===== config.mk =====
export PLATFORM = sky130hd
export DESIGN_NAME = cursor_ctrl
export DESIGN_NICKNAME = d
export VERILOG_FILES = /design/src/rtl/othello_pkg.sv /design/src/rtl/cursor_ctrl_key_debounce.sv /design/src/rtl/cursor_ctrl.sv
export SDC_FILE = /design/constraint.sdc
export NUM_CORES = 1
export LEC_CHECK = 0
export ABC_CLOCK_PERIOD_IN_PS = 2100
export BUFFER_PORTS_ARGS = -buffer_cell sky130_fd_sc_hd__clkbuf_2
export CAP_MARGIN = 10
export CELL_PAD_IN_SITES_DETAIL_PLACEMENT = 0
export CELL_PAD_IN_SITES_GLOBAL_PLACEMENT = 1
export CORE_UTILIZATION = 39
export CTS_CLUSTER_SIZE = 25
export DETAILED_ROUTE_END_ITERATION = 10
export PLACE_DENSITY_LB_ADDON = 0.1
export REMOVE_ABC_BUFFERS = 1
export SYNTH_ARGS = -nofsm -noshare
export SYNTH_HDL_FRONTEND = slang
export SYNTH_HIERARCHICAL = 1
export SYNTH_SLANG_ARGS = --single-unit

===== constraint.sdc =====
create_clock -name i_clk -period 2.1 [get_ports i_clk]
set_input_delay 0.315 -clock i_clk [delete_from_list [all_inputs] [get_ports i_clk]]
set_output_delay 0.315 -clock i_clk [all_outputs]
set_load 0.03 [all_outputs]

===== src/rtl/othello_pkg.sv =====
// Shared Othello definitions: cell encodings, board type, cursor FSM states
// and the key indices used by the player-input front end.
package othello_pkg;

  localparam logic [1:0] WHITE = 2'd0;
  localparam logic [1:0] BLACK = 2'd1;
  localparam logic [1:0] EMPTY = 2'd2;

  typedef logic [0:7][0:7][1:0] board_t;

  typedef enum logic [1:0] {
    S_IDLE,
    S_ARMED,
    S_HOLD
  } cursor_state_e;

  localparam int KEY_UP    = 0;
  localparam int KEY_DOWN  = 1;
  localparam int KEY_LEFT  = 2;
  localparam int KEY_RIGHT = 3;
  localparam int KEY_OK    = 4;
  localparam int NUM_KEYS  = 5;

  localparam logic [2:0] ROW_RST = 3'd2;
  localparam logic [2:0] COL_RST = 3'd3;

  // Opposing presses cancel; 3-bit arithmetic gives the board wrap for free.
  function automatic logic [2:0] step_pos(input logic [2:0] pos,
                                          input logic       inc,
                                          input logic       dec);
    if (inc && !dec) begin
      return pos + 3'd1;
    end else if (dec && !inc) begin
      return pos - 3'd1;
    end else begin
      return pos;
    end
  endfunction

endpackage


===== src/rtl/cursor_ctrl_key_debounce.sv =====
// One push-button: 2-FF synchronizer, stable-level debounce counter and a
// registered one-cycle pulse on each rising edge of the debounced level.
module key_debounce #(
  parameter int DB_CYC = 500000
) (
  input  logic i_clk,
  input  logic i_rst_n,
  input  logic i_raw,
  output logic o_press
);

  localparam int CW = $clog2(DB_CYC + 1);

  logic          sync1_q;
  logic          sync2_q;
  logic          level_q,  level_d;
  logic          level_prev_q;
  logic          press_q,  press_d;
  logic [CW-1:0] cnt_q,    cnt_d;

  always_comb begin
    cnt_d   = '0;
    level_d = level_q;
    // Any sample agreeing with the debounced level restarts the count.
    if (sync2_q != level_q) begin
      if (cnt_q == CW'(DB_CYC - 1)) begin
        level_d = ~level_q;
      end else begin
        cnt_d = cnt_q + CW'(1);
      end
    end
    press_d = level_q & ~level_prev_q;
  end

  always_ff @(posedge i_clk or negedge i_rst_n) begin
    if (!i_rst_n) begin
      sync1_q      <= 1'b0;
      sync2_q      <= 1'b0;
      level_q      <= 1'b0;
      level_prev_q <= 1'b0;
      press_q      <= 1'b0;
      cnt_q        <= '0;
    end else begin
      sync1_q      <= i_raw;
      sync2_q      <= sync1_q;
      level_q      <= level_d;
      level_prev_q <= level_q;
      press_q      <= press_d;
      cnt_q        <= cnt_d;
    end
  end

  assign o_press = press_q;

endmodule


===== src/rtl/cursor_ctrl.sv =====
// Othello player-input front end: conditioned keys move an 8x8 wrap-around
// cursor, OK commits an empty square once per enable window, cursor blinks.
module cursor_ctrl
  import othello_pkg::*;
#(
  parameter int DB_CYC    = 500000,
  parameter int BLINK_CYC = 12500000
) (
  input  logic       i_clk,
  input  logic       i_rst_n,
  input  logic       i_key_up,
  input  logic       i_key_down,
  input  logic       i_key_left,
  input  logic       i_key_right,
  input  logic       i_key_ok,
  input  logic       i_enable,
  input  board_t     i_board,
  output logic [2:0] o_row,
  output logic [2:0] o_col,
  output logic       o_player_done,
  output logic       o_reject,
  output logic       o_cursor_vis
);

  localparam int BW = (BLINK_CYC > 1) ? $clog2(BLINK_CYC) : 1;

  logic [NUM_KEYS-1:0] key_raw;
  logic [NUM_KEYS-1:0] press;

  assign key_raw = {i_key_ok, i_key_right, i_key_left, i_key_down, i_key_up};

  generate
    for (genvar gi = 0; gi < NUM_KEYS; gi++) begin : g_key
      key_debounce #(.DB_CYC(DB_CYC)) u_key (
        .i_clk   (i_clk),
        .i_rst_n (i_rst_n),
        .i_raw   (key_raw[gi]),
        .o_press (press[gi])
      );
    end
  endgenerate

  cursor_state_e state_q, state_d;
  logic [2:0]    row_q, row_d;
  logic [2:0]    col_q, col_d;
  logic          done_q, done_d;
  logic          reject_q, reject_d;
  logic          vis_q, vis_d;
  logic [BW-1:0] blink_q, blink_d;
  logic [2:0]    row_step, col_step;
  logic          move_en, move_applied, cell_empty;

  assign cell_empty = (i_board[row_q][col_q] == EMPTY);

  always_comb begin
    state_d  = state_q;
    done_d   = 1'b0;
    reject_d = 1'b0;
    move_en  = 1'b0;
    unique case (state_q)
      S_IDLE: begin
        move_en = 1'b1;
        if (i_enable) state_d = S_ARMED;
      end
      S_ARMED: begin
        // Enable loss wins over OK; an acted-on OK swallows any same-cycle move.
        if (!i_enable) begin
          state_d = S_IDLE;
          move_en = 1'b1;
        end else if (press[KEY_OK]) begin
          if (cell_empty) begin
            done_d  = 1'b1;
            state_d = S_HOLD;
          end else begin
            reject_d = 1'b1;
          end
        end else begin
          move_en = 1'b1;
        end
      end
      S_HOLD: begin
        if (!i_enable) state_d = S_IDLE;
      end
      default: state_d = S_IDLE;
    endcase

    row_step     = step_pos(row_q, press[KEY_DOWN],  press[KEY_UP]);
    col_step     = step_pos(col_q, press[KEY_RIGHT], press[KEY_LEFT]);
    move_applied = move_en && ((row_step != row_q) || (col_step != col_q));
    row_d        = move_en ? row_step : row_q;
    col_d        = move_en ? col_step : col_q;

    vis_d = vis_q;
    if (move_applied) begin
      blink_d = '0;
      vis_d   = 1'b1;
    end else if (blink_q == BW'(BLINK_CYC - 1)) begin
      blink_d = '0;
      vis_d   = ~vis_q;
    end else begin
      blink_d = blink_q + BW'(1);
    end
  end

  always_ff @(posedge i_clk or negedge i_rst_n) begin
    if (!i_rst_n) begin
      state_q  <= S_IDLE;
      row_q    <= ROW_RST;
      col_q    <= COL_RST;
      done_q   <= 1'b0;
      reject_q <= 1'b0;
      vis_q    <= 1'b1;
      blink_q  <= '0;
    end else begin
      state_q  <= state_d;
      row_q    <= row_d;
      col_q    <= col_d;
      done_q   <= done_d;
      reject_q <= reject_d;
      vis_q    <= vis_d;
      blink_q  <= blink_d;
    end
  end

  assign o_row         = row_q;
  assign o_col         = col_q;
  assign o_player_done = done_q;
  assign o_reject      = reject_q;
  assign o_cursor_vis  = vis_q;

endmodule


# Yosys cells after proc, flatten, opt, wreduce, memory -nomap -nowiden
# Cells that the tools add are included.
# classes
n_eq_ne	20
bitwise_logic	18
reduce_logical	18
magnitude_cmp	2
add_sub_neg	10
n_mux	41
# op_table
cell	n
two-way mux 19 bit	10
adder 19 x 1 -> 19 bit (second input constant)	5
== test 19 bit (second input constant)	5
binary-select mux 16 bit (select 3 bit)	1
two-way mux 24 bit	2
two-way mux 16 bit	2
adder 24 x 1 -> 24 bit (second input constant)	1
== test 24 bit (second input constant)	1
two-way mux 2 bit	7
two-way mux 1 bit	12
two-way mux 3 bit	4
NOT 1 bit	11
AND reduction 2 bit	5
greater-or-equal comparator 4 bit (second input constant)	2
NOT 3 -> 4 bit	2
adder 3 x 1 -> 3 bit (second input constant)	2
binary-select mux 2 bit (select 3 bit)	1
inequality test 3 bit	2
case mux 2 bit (3 select lines)	1
subtractor 3 x 1 -> 3 bit (second input constant)	2
bitwise AND 1 bit	5
logical AND 1 bit	5
inequality test 1 bit	5
== test 2 bit (second input constant)	2
other kinds (10)	14
# word_totals
inputBits	136
out_inout_bits	9
register_bits	155
wordCells	146

# Longest topological paths before layout
# Gate-level depths: netlist of run 1.
# logic_depth
depth_word	12
depth_mapped	9
depth_no_buf	7

# Hierarchy
# Netlist of run 1, hierarchy kept.
# modules_own_cells
mod	area_per_inst_um2	cells_each	instances	seq_area_each_um2
key_debounce	1136.1	108	5	600.6
cursor_ctrl	2718.9	335	1	880.8

# Least setup slack after synthesis of run 1
# No wires, ideal clock.
# synth_path
kind	register -> register
start	reg row_q[1], in the netlist o_row[1]
end	reg state_q[0]
t_arrival_ns	1.949
path_stages_with_launch	10
required_time_ns	1.981
period_less_slack_ns	2.067
setup_time_ns	0.119
path_buffers	2
setup_slack_ns	0.033
cell_sequence	dfstp_2 buf_6 nand2b_4 buf_6 a211oi_2 a2111oi_1 o31ai_1 o221ai_2 nand3_2 o21a_1
# synth_via
elab_chain_cells	10
# synth_rtl
item	line	rtl
start, declared	cursor_ctrl.sv:44	logic [2:0] row_q, row_d;
start signal, assigned	cursor_ctrl.sv:116	row_q <= row_d;
NOT 3 -> 4 bit (not written as such)	cursor_ctrl.sv:53	assign cell_empty = (i_board[row_q][col_q] == EMPTY);
binary-select mux 16 bit (select 3 bit)	cursor_ctrl.sv:53	
two-way mux 16 bit (not written as such) (2 in a row)	cursor_ctrl.sv:53	
binary-select mux 2 bit (select 3 bit)	cursor_ctrl.sv:53	
two-way mux 2 bit (not written as such) (2 in a row)	cursor_ctrl.sv:53	
== test 2 bit	cursor_ctrl.sv:53	
inequality test 3 bit (no source line)	n/a	
AND reduction 4 bit (no source line)	n/a	
end signal, assigned	cursor_ctrl.sv:115	state_q <= state_d;
end, declared	cursor_ctrl.sv:43	cursor_state_e state_q, state_d;
# No other way between the ends. The select of a mux whose other input is x is not followed.
# A chain may end at the register's enable or synchronous reset.

# Final worst setup path of run 1
# layout_path
start	reg row_q[0], in the netlist o_row[0]
end	reg state_q[0]
# Same word-level chain as after synthesis.

==> summary.txt, run 1 <==
Run status
  – Status: finished, final reports clean

STA
  – RSZ-0062 raised after global routing: true
  – Final Max Tran Viols: 0
  – Hold Fails Final Rpt: 0
  – Minimum clock period: 2.02 ns
  – Tightest Pin Transition: 0.520 ns
  – # setup viols final: 0
  – Clk_skew: 0.00728 ns
  – Top achievable clock speed: 494 MHz
  – Crit share post-route: 96.4%
  – Setup TNS: 0 ns
  – Rel. slew slack: 65.4%
  – Worst hold slack: 0.0240 ns

CTS
  – Clock transition at path regs: 0.06 ns
  – CTS H-tree depth: 4
  – TritonCTS clock tree: yes
  – Clk_lat worst skew: 0.42 ns
  – Root Buffer: clkbuf_16
  – Deepest clock path buffer count: 2
  – CTS buffer count: 17
  – Clock Sinks: 155

Synthesis
  – Post-synth cell types: 61
  – Synth Area in Compound Gates: 9.49%
  – Largest cells by area after synthesis: dfrtp_1 (45%), xnor2_1 (8.2%), nor2_1 (6.9%)
  – Post-synthesis mux area share: 1.39%
  – Syn_area_per_cell: 9.60 um^2
  – Post-synth EDFFs: 0
  – XOR/XNOR Fraction of Synth Area: 10.7%
  – Area share of the largest cell type after synthesis: 45.0%
  – Sequential element share of the synthesized area: 46.2%
  – Main combinational cell family by area after synthesis: simple AND/OR/NAND/NOR gates
  – Syn. warnings: 6
  – Post-Synthesis Cell Area: 0.00840 mm^2
  – Post-Synth Adder-Cell Area: 1.49%
  – Syn Inst Count: 875
  – Simple-gate share of the synthesized area: 26.6%
  – Synth Register Bits: 155
  – Ys flop type: dfrtp_1
  – Asr flop ratio synth: 100%
  – Dominant cell type by area after synthesis: dfrtp_1
  – Most common cell in the netlist: nor2_1
  – Most common library cells after synthesis: nor2_1 (155), dfrtp_1 (151), xnor2_1 (79), inv_1 (48), nand3_1 (47)

Pwr
  – Sequential power share: 46.9%
  – Sw Ratio: 22.0%
  – Peak VDD IR: 0.525 mV
  – Net load switching power: 1430 uW
  – Clock power frac: 47.2%
  – Comb power frac: 6.0%
  – Pwr dens: 627 mW/mm^2
  – Internal: 5090 uW
  – Leakage: 0.00458 uW

Final layout
  – Filler Cells Inserted: 2009
  – Final core utilization: 49.3%
  – Final non-filler cell total: 1355
  – Fin nets: 1213
  – Number of diodes: 0
  – Layout cells sized above 1: 25.3%
  – P&R area growth vs syn: 23.9%

GRT
  – Vias in the first global route: 6778
  – Global-route wire length before repair: 32500 um
  – Initial antenna violation count: 0
  – Gr ovfl total: 0
  – Largest net degree at the start of global routing: 52
  – Total track usage: 18.4%

Setup path
  – Critical Path Fanout Max: 26
  – CP Launch Type: flip-flop
  – Worst path arrival time: 2.34 ns
  – Critical Path RT: 2.41 ns
  – Setup CP Type: reg -> reg
  – CP endpoint kind: flip-flop

Place
  – Hpwl dp: 14400 um
  – Placed instance count: 1311
  – Routability congestion estimate: 0.866
  – Port bufs: 144

Drt
  – DRC errors left: 0
  – DRT Wirelength: 19200 um
  – DRT antenna net count: 0
  – DR vias: 6771
  – DR WL/cell: 14.2 um
  – Router iterations before antenna repair: 5
  – DRT iter0 DRCs: 224
  – Vias per inst: 5.00

Job
  – Max_cap viols: 0

Floorplanning
  – Initial Util: 39.8%
  – Core box area: 0.0211 mm^2
  – DIE AREA: 0.0221 mm^2
  – # rows: 53
  – Die Wd: 149 um
  – DIE HEIGHT: 149 um
  – Num ports: 145

Worst hold path
  – Hold Path Class: in -> reg
==> path summary, 6_finish.rpt <==
check	from	to	slack (ns)	depth (start not counted)
worst max-delay path	o_row[0]$_DFFE_PN0P_	state_q[0]$_DFFE_PN0P_	0.08	9
worst min-delay path	i_key_up	g_key[0].u_key/sync1_q$_DFF_PN0_	0.02	1
worst max register to register	o_row[0]$_DFFE_PN0P_	state_q[0]$_DFFE_PN0P_	0.08	9
worst min register to register	g_key[4].u_key/sync1_q$_DFF_PN0_	g_key[4].u_key/sync2_q$_DFF_PN0_	0.35	0
max in group asynchronous	i_rst_n	g_key[2].u_key/cnt_q[11]$_DFF_PN0_	1.01	3
min in group asynchronous	i_rst_n	g_key[4].u_key/cnt_q[15]$_DFF_PN0_	0.40	2
==> per-layer routing <==
metal / GRT usage [%] / vias up / wire length [um]
li1: - / 3432 / -
met1: 24.3 / 3150 / 9160
met2: 30.1 / 169 / 8760
met3: 3.82 / 20 / 941
met4: 6.33 / 0 / 337
met5: 0 / - / 0
==> kinds of logic (layout without fill, tap and decap cells) <==
| group | Yosys count | count (layout) |
|---|---|---|
| muxes | 11 | 11 |
| AOI/OAI and AO/OA | 107 | 107 |
| xor gates and xnor gates | 103 | 103 |
| adders and majority gates | 10 | 10 |
| DFF | 155 | 155 |
| and+or+nand+nor | 417 | 417 |
| buffers and inverters | 72 | 277 |
==> cell usage in the layout, fill, tap and decap left out, types with 6 or more instances in the layout <==
cell         n
nor4b_1      6
clkbuf_2   143
nor2_1     155
xor2_1      24
nand2_1     37
xnor2_1     79
nand4_1     30
clkbuf_16   17
nand3_1     47
nor3_1      27
inv_1       48
nor4_1      29
a221oi_1    10
ha_1        10
dfrtp_1    150
nand2b_1    11
nor2b_1     23
mux2i_1      6
o21ai_0     20
a21oi_1     36
nor4_2       7
clkinv_2     6
or3_1       10
buf_4       43
==> area by class of cell <==
cell class	instances	area (um^2)	area share [%]
inverter	48	180	1.73
tap	275	344	3.31
clock inverter	13	150	1.44
multi-input combinational	648	4200	40.4
timing repair buffer	197	1200	11.5
clock buffer	19	443	4.26
sequential	155	3880	37.3
==> timing repair <==
item / 4_1_cts / 5_1_grt
gates resized for setup: 0 / 8
hold endpoints to repair: 49 / 0
endpoints found under the setup margin: 0 / 6
setup buffers: 0 / 7
hold buffers: 5 / 0
==> flip-flops by register name (all words and copies together) (netlist names) <==
signal                    flops
g_key.u_key/cnt_q            95
blink_q                      24
g_key.u_key/level_prev_q      5
g_key.u_key/level_q           5
g_key.u_key/o_press           5
g_key.u_key/sync1_q           5
g_key.u_key/sync2_q           5
o_col                         3
o_row                         3
state_q                       2
o_cursor_vis                  1
o_player_done                 1
o_reject                      1
==> power by group through the flow <==
stage | Combinational, uW | Sequential (uW) | Clock [uW]
after floorplan | 132 | 3110 | 0
final | 389 | 3060 | 3080
after detailed placement | 388 | 3110 | 0
after global routing | 440 | 3060 | 3300
after CTS | 398 | 3060 | 3180
after global placement | 391 | 3110 | 0
==> metrics by stage <==
| stage | total power (uW) | worst slack (ns) | area (um^2) |
|---|---|---|---|
| CTS | 6630 | 0.0267 | 10300 |
| detailed placement | 3500 | 0.0489 | 9670 |
| global placement | 3510 | 0.0638 | 9670 |
| global route | 6800 | -0.0822 | 10400 |
| floorplan | 3240 | -0.322 | 8240 |
| finish | 6530 | 0.0754 | 10400 |
==> critical path, stage by stage, from the launching register on <==
cell and delay, ns:
dfrtp_1 0.41, buf_12 0.18, buf_4 0.18, nor2_1 0.11, a221oi_1 0.08, a211oi_1 0.26
nor3_1 0.12, o221ai_2 0.25, nand3_2 0.14, o21a_1 0.19
Note: power is estimated with default switching activity, not from simulation.
==> run 2: changes to the inputs <==
Settings changed: SYNTH_HIERARCHICAL 1 to not set.
==> run 2 against run 1 <==
Effect of this change: the flow now finishes with violations (setup timing); utilization increased by 1.2 points; critical path depth decreased by 2; sequential power about the same; register-to-register slack got worse by 0.11 ns; final area decreased by 4.3%; non-clock buffer count decreased by 17; via count decreased by 6.1%; flip-flop and latch count unchanged; die area decreased by 5.1%.
==> summary.txt, run 2 <==
Synthesis
  – Asr flop ratio synth: 100%
  – Syn Inst Count: 832
  – Post-Synthesis Cell Area: 0.00797 mm^2
  – Synth Register Bits: 155
  – Ys flop type: dfrtp_1
  – Largest cells by area after synthesis: dfrtp_1 (47%), nor2_1 (8.4%), xnor2_1 (6.9%)
  – Post-synth EDFFs: 0
  – Post-synth cell types: 52
  – Syn_area_per_cell: 9.58 um^2
  – Area share of the largest cell type after synthesis: 47.4%
  – Most common cell in the netlist: nor2_1
  – Sequential element share of the synthesized area: 48.7%
  – Syn. warnings: 0
  – Most common library cells after synthesis: nor2_1 (178), dfrtp_1 (151), xnor2_1 (63), xor2_1 (54), nand2_1 (44)
  – Dominant cell type by area after synthesis: dfrtp_1

Setup path
  – CP Launch Type: flip-flop
  – CP endpoint kind: flip-flop
  – Worst stage delay on the critical path: 0.59 ns
  – Critical Path RT: 2.43 ns
  – Worst Path Buf+Inv: 2
  – Cell family with most CP delay: compound AO/OA/AOI/OAI gates
  – Crit-path slowest cell: dfstp_2
  – Setup CP Type: reg -> reg
  – CP Cell Sequence: buf_6 > inv_4 > mux4_2 > a31oi_1 > nand4_1 > a311o_1 > o31ai_2
  – Worst path arrival time: 2.46 ns
  – Critical Path Fanout Max: 6

Drt
  – DRT Wirelength: 18500 um
  – Vias per inst: 4.95
  – DRT iter0 DRCs: 296
  – DR WL/cell: 14.4 um
  – DRT antenna net count: 0
  – Router iterations before antenna repair: 4
  – DRC errors left: 0
  – DR vias: 6358

Final layout
  – Number of diodes: 0
  – Max reg flops: 95
  – P&R area growth vs syn: 25.0%
  – Fin area: 0.00996 mm^2
  – Layout cells sized above 1: 23.8%
  – Commonest non-fill, non-tap cells in the layout: nor2_1 (178), dfrtp_1 (150), clkbuf_2 (143)
  – Final non-filler cell total: 1285
  – Fin nets: 1153
  – Top flop regs: g_key.u_key.cnt_q x95, blink_q x24
  – Most common library cell in the layout ignoring fill and taps: nor2_1
  – Filler Cells Inserted: 1838
  – Top reg by flops: g_key.u_key.cnt_q

Pwr
  – Sequential power share: 45.9%
  – Net load switching power: 1460 uW
  – Pwr dens: 667 mW/mm^2
  – Internal: 5190 uW
  – Leakage: 0.00454 uW
  – Tot Pwr: 6640 uW
  – Clock power frac: 48.4%
  – Comb power frac: 5.6%
  – Peak VDD IR: 0.553 mV
  – Sw Ratio: 21.9%

STA
  – Clk_skew: 0.0136 ns
  – Hold Fails Final Rpt: 0
  – Tightest Pin Transition: 0.543 ns
  – Minimum clock period: 2.13 ns
  – Rel. slew slack: 63.8%
  – Final Max Tran Viols: 0
  – Crit share post-route: 102%
  – # setup viols final: 2
  – RSZ-0062 raised after global routing: true
  – Top achievable clock speed: 469 MHz
  – Post-route setup slack: -0.0334 ns

CTS
  – Post-CTS Setup Bufs: 0
  – CTS buffer count: 17
  – Deepest clock path buffer count: 2
  – TritonCTS clock tree: yes
  – Clk_lat worst skew: 0.42 ns
  – Root Buffer: clkbuf_16
  – Clock Sinks: 155
  – Clock transition at path regs: 0.06 ns
  – CTS H-tree depth: 4

Worst hold path
  – Hold Path Class: in -> reg

Floorplanning
  – Num ports: 145
  – Core box area: 0.0197 mm^2
  – Initial Util: 40.4%
  – # rows: 51
  – Die Wd: 145 um
  – DIE HEIGHT: 145 um
  – DIE AREA: 0.0210 mm^2

GRT
  – Vias in the first global route: 6472
  – Total track usage: 18.7%
  – Global-route wire length before repair: 31700 um
  – Initial antenna violation count: 0
  – Gr ovfl total: 0
  – Largest net degree at the start of global routing: 54

Run status
  – Failing checks: setup timing
  – Status: complete, but fails checks

Place
  – Area after DPL: 0.00917 mm^2
  – Placed instance count: 1247
  – Port bufs: 144
  – Routability congestion estimate: 0.856
  – Hpwl dp: 13800 um

Job
  – Max_cap viols: 0
run 2: changes by cell type in the layout (fill, tap and decap cells not counted), sizes merged, moves of 18 or more:
cell   previous run  this run
a21oi            38        19
and4              1        21
buf              49        31
inv              48        30
nor2            156       178
nor4             36         9
xor2             24        54
run 2: power groups by stage:
stage / combinational, uW / clock (uW) / sequential (uW)
finish: 374 / 3220 / 3050
global route: 424 / 3440 / 3060
CTS: 376 / 3320 / 3050
detailed placement: 363 / 0 / 3110
global placement: 368 / 0 / 3110
floorplan: 121 / 0 / 3100
run 2: cells by family after synthesis:
kind of cell / synth area share [%]
muxes: 0.989
AOI/OAI and AO/OA: 5.75
DFF: 48.7
adders and majority gates: 1.57
buffers and inverters: 2.84
and+or+nand+nor: 27.3
xor gates and xnor gates: 12.9
run 2: layout make-up:
class,count,area [um^2],area share [%]
clock inverter,11,159,1.60
tap,265,332,3.33
inverter,27,104,1.04
sequential,155,3880,39.0
clock buffer,21,470,4.72
multi-input combinational,626,3960,39.7
timing repair buffer,180,1050,10.6
run 2: path summary, 6_finish.rpt:
| kind | from | to | slack [ns] | cells past startpoint |
|---|---|---|---|---|
| worst max-delay path | o_row[1]$_DFFE_PN1P_ | state_q[1]$_DFFE_PN0P_ | -0.03 | 7 |
| worst min-delay path | i_enable | state_q[0]$_DFFE_PN0P_ | 0.20 | 3 |
| worst max register to register | o_row[1]$_DFFE_PN1P_ | state_q[1]$_DFFE_PN0P_ | -0.03 | 7 |
| worst min register to register | g_key[1].u_key.sync1_q$_DFF_PN0_ | g_key[1].u_key.sync2_q$_DFF_PN0_ | 0.35 | 0 |
| max in group asynchronous | i_rst_n | o_col[0]$_DFFE_PN1P_ | 1.01 | 3 |
| min in group asynchronous | i_rst_n | g_key[4].u_key.cnt_q[13]$_DFF_PN0_ | 0.42 | 2 |
run 2: what timing repair did:
item | CTS | global route
endpoints found under the hold margin | 52 | 0
gates resized for setup | 7 | 16
pin swaps | 6 | 10
setup endpoints to repair | 4 | 4
hold buffers | 6 | 0
run 2: worst reg2reg max path, cell delays in order (launching register included):
cell and delay (ns):
dfstp_2 0.59, buf_6 0.12, inv_4 0.03, mux4_2 0.41
a31oi_1 0.17, nand4_1 0.17, a311o_1 0.39, o31ai_2 0.18
run 2: routing by layer:
metal | vias to the layer above | share of wire (%) | wire, um | track usage, %
met1 | 2970 | 47 | 8680 | 24.2
met3 | 20 | 4.3 | 803 | 3.84
met2 | 164 | 47 | 8650 | 30.5
met4 | 0 | 2.2 | 404 | 7.45
met5 | - | 0 | 0 | 0
li1 | 3204 | - | - | -
run 2: per-stage QoR:
step           hold WS, ns  setup WS, ns  utilization, %  setup TNS, ns
6_report             0.197       -0.0334            50.5        -0.0508
5_1_grt              0.197        -0.132            50.5         -0.404
4_1_cts              0.173       -0.0988            50.1         -0.280
3_5_place_dp         0.316        -0.196            46.5         -0.614
3_3_place_gp         0.305       -0.0916            46.5         -0.244
2_1_floorplan       0.0194        -0.444               -          -1.60
==> run 3: changes to the inputs <==
Settings changed: ABC_CLOCK_PERIOD_IN_PS 2100 to 1810.
Clock period 2.1 ns to 1.81 ns, I/O delays scaled along.
==> run 3 against run 2 <==
Effect of this change: the run still ends with setup timing left; routed wire length grew 2.7%; flip-flop and latch count did not move; final cell count increased by 3.5%; fmax down 0.62%; register-to-register slack worse by 0.30 ns; die area stayed put; critical path depth unchanged; largest power group is now sequential cells.
==> summary.txt, run 3 (synthesized netlist as in run 2, its figures left out) <==
STA
  – Minimum clock period: 2.15 ns
  – Hold Fails Final Rpt: 0
  – Rel. slew slack: 66.3%
  – Top achievable clock speed: 466 MHz
  – Crit share post-route: 119%
  – RSZ-0062 raised after global routing: true
  – Post-route setup slack: -0.337 ns
  – # setup viols final: 4
  – Tightest Pin Transition: 0.505 ns
  – Clk_skew: 0.0115 ns
  – Final Max Tran Viols: 0

Floorplanning
  – DIE HEIGHT: 145 um
  – # rows: 51
  – Initial Util: 40.4%
  – DIE AREA: 0.0210 mm^2
  – Core box area: 0.0197 mm^2
  – Num ports: 145
  – Die Wd: 145 um

CTS
  – TritonCTS clock tree: yes
  – CTS buffer count: 17
  – Deepest clock path buffer count: 2
  – Clock transition at path regs: 0.06 ns
  – Root Buffer: clkbuf_16
  – Clk_lat worst skew: 0.42 ns
  – Clock Sinks: 155
  – CTS H-tree depth: 4

Job
  – Max_cap viols: 0

GRT
  – Total track usage: 18.8%
  – Vias in the first global route: 6425
  – Gr ovfl total: 0
  – Initial antenna violation count: 0
  – Global-route wire length before repair: 31700 um
  – Largest net degree at the start of global routing: 50

Final layout
  – Top flop regs: g_key.u_key.cnt_q x95, blink_q x24
  – Max reg flops: 95
  – Most common library cell in the layout ignoring fill and taps: nor2_1
  – Number of diodes: 0
  – P&R area growth vs syn: 29.1%
  – Fin area: 0.0103 mm^2
  – Layout cells sized above 1: 27.2%
  – Commonest non-fill, non-tap cells in the layout: nor2_1 (177), dfrtp_1 (151), clkbuf_2 (143)
  – Filler Cells Inserted: 1874
  – Fin nets: 1200
  – Top reg by flops: g_key.u_key.cnt_q

Place
  – Routability congestion estimate: 0.874
  – Hpwl dp: 14400 um
  – Port bufs: 144
  – Area after DPL: 0.00951 mm^2

Pwr
  – Tot Pwr: 7380 uW
  – Leakage: 0.00475 uW
  – Peak VDD IR: 0.656 mV
  – Pwr dens: 718 mW/mm^2

Setup path
  – CP Launch Type: flip-flop
  – Critical Path RT: 2.09 ns
  – CP endpoint kind: flip-flop
  – Worst path arrival time: 2.43 ns
  – Critical Path Fanout Max: 4
  – Setup CP Type: reg -> reg

Run status
  – Status: complete, but fails checks
  – Failing checks: setup timing

Drt
  – DR vias: 6452
  – Router iterations before antenna repair: 4
  – DRC errors left: 0
  – DR WL/cell: 14.3 um
  – DRT iter0 DRCs: 265
  – Vias per inst: 4.85
  – DRT Wirelength: 19000 um
  – DRT antenna net count: 0

Worst hold path
  – Hold Path Class: in -> reg
[run 3: cell types whose count changed in the layout (fill, tap and decap cells not counted), sizes merged]
cell / before / now
buf: 31 / 78
clkbuf: 164 / 163
clkinvlp: 0 / 3
inv: 30 / 28
bufinv: 3 / 1
[run 3: routing by layer]
metal / vias up / wire length [um] / GRT usage, %
met5: - / 0 / 0
met4: 0 / 433 / 7.45
met3: 22 / 880 / 3.84
met2: 162 / 8730 / 30.4
met1: 2969 / 9000 / 24.6
li1: 3299 / - / -
[run 3: timing repair]
action | 4_1_cts | 5_1_grt
endpoints found under the hold margin | 49 | 0
endpoints found under the setup margin | 4 | 45
pin swaps | 14 | 7
buffers inserted | 4 | 0
resized for setup | 17 | 14
hold buffers | 6 | 0
cloned | 0 | 0
[run 3: worst paths after layout]
| check | start | to | slack, ns | cells past startpoint |
|---|---|---|---|---|
| min reg2reg | g_key[4].u_key.sync1_q$_DFF_PN0_ | g_key[4].u_key.sync2_q$_DFF_PN0_ | 0.35 | 0 |
| max | o_row[1]$_DFFE_PN1P_ | state_q[0]$_DFFE_PN0P_ | -0.34 | 7 |
| max reg2reg | o_row[1]$_DFFE_PN1P_ | state_q[0]$_DFFE_PN0P_ | -0.34 | 7 |
| min | i_enable | state_q[0]$_DFFE_PN0P_ | 0.16 | 3 |
| min in group asynchronous | i_rst_n | g_key[4].u_key.cnt_q[2]$_DFF_PN0_ | 0.36 | 2 |
| max in group asynchronous | i_rst_n | o_cursor_vis$_DFFE_PN1P_ | 0.77 | 3 |
[run 3: report_power, final]
group          leakage [uW]  switching (uW)  total (uW)  internal [uW]
sequential          0.00210            26.3        3530           3510
combinational       0.00237             245         482            237
clock              0.000270            1380        3370           1980
[run 3: critical path: stages, from the launching register on]
cell and delay [ns]:
dfstp_2 0.56, buf_6 0.12, inv_4 0.03, mux4_2 0.42, a31oi_2 0.15, nand4_1 0.19, a311oi_2 0.39, a41oi_2 0.15
[run 3: stage by stage]
step,std cells,util (%),setup TNS (ns),worst slack (ns),hold slack (ns)
finish,1330,52.2,-1.19,-0.337,0.164
global route,1330,52.2,-1.64,-0.420,0.155
CTS,1330,51.9,-1.22,-0.325,0.144
detailed placement,1291,48.2,-1.89,-0.531,0.250
global placement,1291,48.2,-1.52,-0.414,0.250
floorplan,808,-,-3.10,-0.734,-0.0241
[run 3: final cells by class]
class                      instances  area (um^2)  area share, %
clock buffer                      20          467           4.54
sequential                       155         3880           37.7
multi-input combinational        626         3970           38.6
tap                              265          332           3.22
timing repair buffer             227         1440           14.0
inverter                          27          104           1.01
clock inverter                    10         93.8          0.912
